<file path="config.mk">
export PLATFORM = sky130hd
export DESIGN_NAME = exec_sequencer
export DESIGN_NICKNAME = d
export VERILOG_FILES = /design/src/rtl/exec_sequencer.sv
export SDC_FILE = /design/constraint.sdc
export NUM_CORES = 1
export LEC_CHECK = 0
export BUFFER_PORTS_ARGS = -buffer_cell sky130_fd_sc_hd__clkbuf_2
export CAP_MARGIN = 5
export CORE_MARGIN = 2
export CORE_UTILIZATION = 50
export DETAILED_ROUTE_END_ITERATION = 10
export PLACE_DENSITY = 0.74
export SKIP_LAST_GASP = 1
export SLEW_MARGIN = 30
export SYNTH_ARGS = -nofsm -noshare
export SYNTH_HDL_FRONTEND = slang
export SYNTH_SLANG_ARGS = --single-unit
export TNS_END_PERCENT = 20
</file>
<file path="constraint.sdc">
create_clock -name clk -period 4.2 [get_ports clk]
set_clock_uncertainty 0.15 [all_clocks]
set_input_delay 0.84 -clock clk [delete_from_list [all_inputs] [get_ports clk]]
set_output_delay 0.84 -clock clk [all_outputs]
set_load 0.05 [all_outputs]
</file>
<file path="src/rtl/exec_sequencer.sv">
// Execute/commit sequencer: one decoded instruction in flight, branches and jumps resolved locally, ALU ops via enable/ready with timeout.
// Latency 2 cycles (branch/jump/illegal) or 3+wait cycles (ALU); issue_ready only in IDLE, so upstream stalls while an instruction is in flight.
module exec_sequencer #(
  parameter int XLEN        = 32,
  parameter int IBUS_W      = 37,
  parameter int ALU_TIMEOUT = 15
) (
  input  logic              clk,
  input  logic              rst_n,
  input  logic              issue_valid,
  output logic              issue_ready,
  input  logic [6:0]        opcode,
  input  logic [IBUS_W-1:0] instr_bus,
  input  logic [XLEN-1:0]   pc,
  input  logic [XLEN-1:0]   rs1_value,
  input  logic [XLEN-1:0]   rs2_value,
  input  logic [XLEN-1:0]   imm,
  input  logic              rd_valid,
  output logic              alu_enable,
  output logic [IBUS_W-1:0] alu_instr_bus,
  input  logic [XLEN-1:0]   alu_output,
  input  logic              alu_ready,
  output logic              rd_write,
  output logic [XLEN-1:0]   rd_data,
  output logic              redirect_valid,
  output logic [XLEN-1:0]   redirect_pc,
  output logic              done,
  output logic              trap_valid,
  output logic [1:0]        trap_cause
);

  typedef enum logic [1:0] {IDLE, EXEC, WAIT_ALU, COMMIT} state_t;

  typedef struct packed {
    logic [6:0]        opcode;
    logic [IBUS_W-1:0] ibus;
    logic [XLEN-1:0]   pc;
    logic [XLEN-1:0]   rs1;
    logic [XLEN-1:0]   rs2;
    logic [XLEN-1:0]   imm;
    logic              rd_valid;
  } issue_t;

  localparam logic [7:0] TO_LAST = 8'(ALU_TIMEOUT - 1);

  state_t            state, state_nxt;
  issue_t            cur;
  logic [7:0]        cnt, cnt_nxt;
  logic              alu_enable_nxt, rd_write_nxt, redirect_valid_nxt, done_nxt, trap_valid_nxt;
  logic [IBUS_W-1:0] alu_bus_nxt;
  logic [XLEN-1:0]   rd_data_nxt, redirect_pc_nxt;
  logic [1:0]        trap_cause_nxt;

  logic              is_alu, is_branch, is_jal, is_jalr, is_jump;
  logic              eq, lt, ltu, taken, redirect, misaligned;
  logic [XLEN-1:0]   jalr_sum, target, link;

  assign is_alu    = cur.opcode inside {7'b0110011, 7'b0010011, 7'b0000011,
                                        7'b0010111, 7'b0110111, 7'b0100011};
  assign is_branch = (cur.opcode == 7'b1100011);
  assign is_jal    = (cur.opcode == 7'b1101111);
  assign is_jalr   = (cur.opcode == 7'b1100111);
  assign is_jump   = is_jal | is_jalr;

  assign eq    = (cur.rs1 == cur.rs2);
  assign lt    = ($signed(cur.rs1) < $signed(cur.rs2));
  assign ltu   = (cur.rs1 < cur.rs2);
  assign taken = (cur.ibus[27] & eq) | (cur.ibus[28] & ~eq) |
                 (cur.ibus[29] & lt) | (cur.ibus[30] & ~lt) |
                 (cur.ibus[31] & ltu) | (cur.ibus[32] & ~ltu);

  assign jalr_sum   = cur.rs1 + cur.imm;
  assign target     = is_jalr ? {jalr_sum[XLEN-1:1], 1'b0} : (cur.pc + cur.imm);
  assign link       = cur.pc + XLEN'(4);
  assign redirect   = is_jump | (is_branch & taken);
  assign misaligned = (target[1:0] != 2'b00);

  always_ff @(posedge clk or negedge rst_n) begin
    if (!rst_n) begin
      cur <= '0;
    end else if (state == IDLE && issue_valid) begin
      cur <= '{opcode: opcode, ibus: instr_bus, pc: pc, rs1: rs1_value,
               rs2: rs2_value, imm: imm, rd_valid: rd_valid};
    end
  end

  always_comb begin
    state_nxt          = state;
    cnt_nxt            = cnt;
    alu_enable_nxt     = alu_enable;
    alu_bus_nxt        = alu_instr_bus;
    rd_data_nxt        = rd_data;
    redirect_pc_nxt    = redirect_pc;
    rd_write_nxt       = 1'b0;
    redirect_valid_nxt = 1'b0;
    done_nxt           = 1'b0;
    trap_valid_nxt     = 1'b0;
    trap_cause_nxt     = 2'd0;
    case (state)
      IDLE: if (issue_valid) state_nxt = EXEC;
      EXEC: begin
        if (is_alu) begin
          alu_enable_nxt = 1'b1;
          alu_bus_nxt    = cur.ibus;
          cnt_nxt        = '0;
          state_nxt      = WAIT_ALU;
        end else begin
          state_nxt = COMMIT;
          done_nxt  = 1'b1;
          if (!(is_branch || is_jump)) begin
            trap_valid_nxt = 1'b1;
            trap_cause_nxt = 2'd3;
          end else if (redirect && misaligned) begin
            // Target kept visible on redirect_pc for debug, but nothing is committed.
            redirect_pc_nxt = target;
            trap_valid_nxt  = 1'b1;
            trap_cause_nxt  = 2'd1;
          end else begin
            rd_write_nxt = cur.rd_valid;
            if (redirect) begin
              redirect_valid_nxt = 1'b1;
              redirect_pc_nxt    = target;
            end
            if (is_jump) rd_data_nxt = link;
          end
        end
      end
      WAIT_ALU: begin
        if (alu_ready) begin
          rd_data_nxt    = alu_output;
          rd_write_nxt   = cur.rd_valid;
          alu_enable_nxt = 1'b0;
          alu_bus_nxt    = '0;
          done_nxt       = 1'b1;
          state_nxt      = COMMIT;
        end else if (cnt == TO_LAST) begin
          alu_enable_nxt = 1'b0;
          alu_bus_nxt    = '0;
          done_nxt       = 1'b1;
          trap_valid_nxt = 1'b1;
          trap_cause_nxt = 2'd2;
          state_nxt      = COMMIT;
        end else begin
          cnt_nxt = cnt + 8'd1;
        end
      end
      COMMIT:  state_nxt = IDLE;
      default: state_nxt = IDLE;
    endcase
  end

  always_ff @(posedge clk or negedge rst_n) begin
    if (!rst_n) begin
      state          <= IDLE;
      cnt            <= '0;
      issue_ready    <= 1'b1;
      alu_enable     <= 1'b0;
      alu_instr_bus  <= '0;
      rd_write       <= 1'b0;
      rd_data        <= '0;
      redirect_valid <= 1'b0;
      redirect_pc    <= '0;
      done           <= 1'b0;
      trap_valid     <= 1'b0;
      trap_cause     <= 2'd0;
    end else begin
      state          <= state_nxt;
      cnt            <= cnt_nxt;
      issue_ready    <= (state_nxt == IDLE);
      alu_enable     <= alu_enable_nxt;
      alu_instr_bus  <= alu_bus_nxt;
      rd_write       <= rd_write_nxt;
      rd_data        <= rd_data_nxt;
      redirect_valid <= redirect_valid_nxt;
      redirect_pc    <= redirect_pc_nxt;
      done           <= done_nxt;
      trap_valid     <= trap_valid_nxt;
      trap_cause     <= trap_cause_nxt;
    end
  end

endmodule

</file>
* After elaboration in Yosys (flattened, before gate mapping)
Index checks and enable logic that the tools add are counted.
** Word-level totals
- Memory bits (read-only) :: 0
- Word-level logic and storage cells :: 130
- RAM bits :: 0
- Register bits after elaboration :: 292
- Input bits :: 209
- Latch bits :: 0
- Memories kept :: 0
- Output and inout bits :: 109
** Cells by class
- Bitwise logic cells :: 18
- Order comparisons :: 2
- Multipliers :: 0
- Shift-type cells :: 0
- Mux-type cells :: 51
- Reductions and logical operators :: 13
- Divide/modulo/power cells :: 0
- $add $sub $neg :: 4
- Equality and inequality tests :: 23
** Operator list (count)
- $mux W32 :: 8
- $mux W37 :: 3
- $pmux W37 S2 :: 1
- $add A32 B32 Y32 :: 2
- $lt A32 B32 Y1 :: 2
- $pmux W32 S2 :: 1
- $add A32 B3 Y32 const B :: 1
- $eq A32 B32 Y1 :: 1
- $mux W8 :: 3
- $eq A7 B6 Y1 const B :: 3
- $eq A7 B7 Y1 const B :: 3
- $mux W1 :: 21
- $ne A2 B2 Y1 const B :: 8
- $pmux W8 S2 :: 1
- $eq A7 B5 Y1 const B :: 2
- $mux W2 :: 7
- $add A8 B1 Y8 const B :: 1
- $eq A8 B4 Y1 const B :: 1
- $pmux W1 S2 :: 4
- $pmux W2 S4 :: 1
- $reduce_and A4 Y1 :: 2
- $and A1 B1 Y1 :: 7
- $eq A7 B2 Y1 const B :: 1
- $or A1 B1 Y1 :: 7
- other kinds (12) :: 20

* Longest topological paths before layout
- Depth after elaboration :: 15
- Depth in mapped cells :: 13

* Worst setup path before layout
No wires, ideal clock.
- Path type :: register to register
- Start :: reg cur[1] (netlist bit)
- End :: reg redirect_pc[24]
- Cell stages (with the launch flop) :: 13
- Buffers on the path :: 0
- Library setup time :: 125 ps
- Period minus slack after synthesis :: 2847 ps
- Path slack :: 1353 ps
- Arrival :: 2572 ps
- Data required time :: 3925 ps
- Cell sequence :: dfrtp_1 -> ha_1 -> inv_1 -> fa_1 -> and2b_1 -> o31a_1 -> o221ai_1 -> a21oi_2 -> a211oi_2 -> or3_1 -> nor3b_1 -> o41ai_2 -> o2bb2ai_1
** Between the ends
- Cells in the longest elaborated chain, start to end :: 6
- Elaborated cells on any way between the ends :: 9
- Those cells by class :: add/sub (2); mux (3); reduce/logical (4)
** RTL lines
- start: declaration :: line 47 : issue_t cur;
- start signal: assignment :: line 82 : cur <= '{opcode: opcode, ibus: instr_bus, pc: pc, rs1: rs1_value,
- $add A32 B32 Y32, on equally long branches :: line 73, 72
- $mux W32 * :: line 73 : assign target = is_jalr ? {jalr_sum[XLEN-1:1], 1'b0} : (cur.pc + cur.imm);
- $reduce_bool A2 Y1 :: line 76 : assign misaligned = (target[1:0] != 2'b00);
- $logic_and A1 B1 Y1 :: line 113 : end else if (redirect && misaligned) begin
- $reduce_bool A2 Y1 (no line)
- $reduce_and A4 Y1 (no line)
- end signal: assignment :: line 175 : redirect_pc <= redirect_pc_nxt;
- end: declaration :: line 26 : output logic [XLEN-1:0] redirect_pc,
Every way passes the cells marked *; elsewhere a longest branch is shown, timed or not. The select of a mux whose other input is x is not followed.
A chain may end at the register's enable or synchronous reset.

* Worst setup path in the final report
- Start :: reg cur[82] (netlist bit)
- End :: reg redirect_pc[31]
** Between the ends
- Cells in the longest elaborated chain, start to end :: 13
- Elaborated cells on any way between the ends :: 26
- Those cells by class :: add/sub (1); order compare (2); eq/ne (1); mux (3); bitwise (16); reduce/logical (3)
** RTL lines
- parallel branches: the longest is 13 deep, another holds $lt A32 B32 Y1
Several ways; the timed one is not identified. The select of a mux whose other input is x is not followed.

==> metrics.csv <==
metric;value;unit
die_h;183;um
numPlacedInstances;2189;
synthSimpleGateAreaFrac;11.1;%
reg2reg_depth;10;
coreArea;31600;um^2
yosys.cell_types.count;83;
ys_warn_count;0;
synth_xor_area_share;3.83;%
status;complete, no violations;
critical_path.max_fanout;37;
cpLargestDelayFamily;compound AO/OA/AOI/OAI gates;
n_fill_cell;2669;
slew_headroom;53.6;%
numCtsBuffers;34;
via_per_inst;5.62;
r2r_setup_slack;0.76;ns
path_clk_slew;0.06;ns
start_kind;register;
cp.arrival;3.73;ns
die_w;183;um
worstPathRequired;4.48;ns
path_class;reg2reg;
final_cells;2249;
timing.critical_path.buf_inv;0;
detail_route.wl_per_cell;18.5;um
grt_pass1_wl;65.7;mm
ys_seq_area_share;45.6;%
cp_slowest_cell;nand2_2;
synth_top_family_by_area;compound AO/OA/AOI/OAI gates;
rows;65;
grt_pass1_vias;12269;
synth-compound-area-share;15.7;%
io_buffer_count;317;
overflow;0;
cts-resized-gates;0;
hold_path_class;in2async;
r2r-start;cur[82];
area_delta_synth_final;19.4;%
synth.avg_cell_area;10.6;um^2
max_cap_viol_count;0;
synth_fp_nets;1822;
start_util;50.8;%
yosysMostFrequentCell;dfrtp_1;
synth_ff_type;dfrtp_1;
synth_edf_count;0;
r2r_end;redirect_pc[31];
seq_area;7310;um^2
multi_input_area;8280;um^2
drt_pass1_iterations;5;
dpl_cell_area;18100;um^2
irDropWorstVdd;0.000411;V
netlist_area;16000;um^2
vias;12648;
setup_viol;0;
ant_nets;0;
tritoncts;done;
crit_chain;ha_1 > a21oi_1 > o21ai_1 > a2111oi_2 > a31oi_1 > a211oi_1 > mux2i_1 > nand2_2 > a211o_1 > o211ai_1;
p_leak;9.31;nW
synth.top_cell.area_share;45.5;%
cp-end-kind;register;
gp_congestion;0.931;
synth_fa_ha_area_share;8.06;%
period_share;82.0;%
finalSetupTns;0;ns
max_stage_delay;0.50;ns
diodes;0;
post_cts_buffers;0;
ios;318;
clk-insertion-delay-late;0.52;ns
dieArea;33500;um^2
place_hpwl;31.5;mm
ys_top_cells_by_count;dfrtp_1, mux2_2, nand2_1, a21oi_1;
drt-initial-drc-count;764;
finalHoldViolCount;0;
async_reset_ff_share;100;%
synth_cells;1511;
period_minus_slack;3.44;ns
tightestPinTransition;0.693;ns
max_freq;0.290;GHz
drive_gt1_share;32.7;%
ys_ff_latch;292;
clk_path_buf_depth;3;
rsz0062_at_grt;no;
drt_wl_total;41.6;mm
cts_root_buf;clkbuf_16;
clkSinkCount;292;
post-synth-top-area-cell;dfrtp_1;
fin_nets;2134;
hold_buffers;0;
drc;0;
grt_max_degree;87;
antenna_found_initial;0;
final_area;19100;um^2
powerDensity;978;nW/um^2
synth_mux_area_share;12.9;%
grt_usage;24.8;%
htree_levels;2;
final-max-slew-violation-count;0;
synth_area_leaders;dfrtp_1, mux2_2, ha_1;
sequential cells by signal (all words and copies together), names as in the netlist, 2 cells and up:
register	flops
alu_instr_bus	37
cnt	8
cur	173
rd_data	32
redirect_pc	32
state	2
trap_cause	2
logic make-up (layout without fill, tap and decap cells):
kind of cell / after synthesis / count (layout)
mux: 184 / 184
buf+inv: 112 / 448
flops: 292 / 292
simple gates: 374 / 374
compound gates: 377 / 377
xor+xnor: 70 / 70
fa+ha+maj: 102 / 102
cell type report:
cell class / instances / share of cell area, %
Sequential cell: 292 / 38.2
Clock inverter: 13 / 0.615
Clock buffer: 47 / 4.97
Multi-Input combinational cell: 1107 / 43.3
Tap cell: 402 / 2.63
Inverter: 56 / 1.10
Timing Repair Buffer: 332 / 9.20
per-layer routing:
metal / vias up / GRT usage, % / part of all wire (%)
met4: 0 / 9.34 / 3.8
met5: - / 0 / 0
li1: 6109 / - / -
met1: 6052 / 35.8 / 46
met3: 86 / 4.05 / 6.0
met2: 401 / 37.8 / 44
worst max-delay path by stage:
stage	startpoint	slack, ns	endpoint	depth (start not counted)
global placement	cur[82]	0.93	redirect_pc[31]	10
finish	cur[82]	0.76	redirect_pc[31]	10
detailed placement	cur[84]	0.82	redirect_pc[31]	10
floorplan	cur[1]	1.35	redirect_pc[24]	12
CTS	cur[82]	0.77	redirect_pc[31]	10
global route	cur[50]	0.49	redirect_pc[30]	11
layout by cell type (no fill, tap or decap), types with 4 or more instances in the layout:
cell type	n
clkbuf_2	316
dfrtp_1	291
mux2_2	176
nand2_1	123
a21oi_1	103
nor2_1	99
ha_1	99
o21ai_0	64
inv_1	56
a22o_1	38
o21ai_1	36
xor2_1	35
xnor2_1	35
clkbuf_16	35
a21o_1	34
nand3_1	28
nor3_1	23
nand4_1	18
a211oi_1	15
or3_1	15
o21a_1	12
buf_4	11
and2_1	10
and3_1	10
a31oi_1	9
a31oi_2	9
clkbuf_1	9
nor2_2	8
nand2b_1	8
mux2i_1	7
clkinv_2	7
nor2b_1	6
o211ai_1	5
nor4_1	4
a211o_1	4
o22ai_1	4
buf_12	4
worst register-to-register path: stages, from the launching register on:
cell and delay [ns]:
dfrtp_1 0.40, ha_1 0.30, a21oi_1 0.15, o21ai_1 0.09
a2111oi_2 0.33, a31oi_1 0.17, a211oi_1 0.35, mux2i_1 0.44
nand2_2 0.50, a211o_1 0.40, o211ai_1 0.09
through the flow:
| stage | total power (W) | util [%] | setup WS [ns] | hold WS, ns |
|---|---|---|---|---|
| floorplan | 0.0131 | - | 1.35 | 0.310 |
| global placement | 0.0155 | 57.2 | 0.925 | 0.303 |
| detailed placement | 0.0157 | 57.2 | 0.818 | 0.313 |
| CTS | 0.0187 | 60.6 | 0.766 | 0.191 |
| global route | 0.0202 | 60.6 | 0.488 | 0.208 |
| finish | 0.0187 | 60.6 | 0.757 | 0.140 |
where the power goes:
group / internal (W) / switching, W
registers: 0.00405 / 0.00123
logic: 0.00428 / 0.00628
clock network: 0.00166 / 0.00120
No activity file was read; power rests on OpenSTA's default activity.
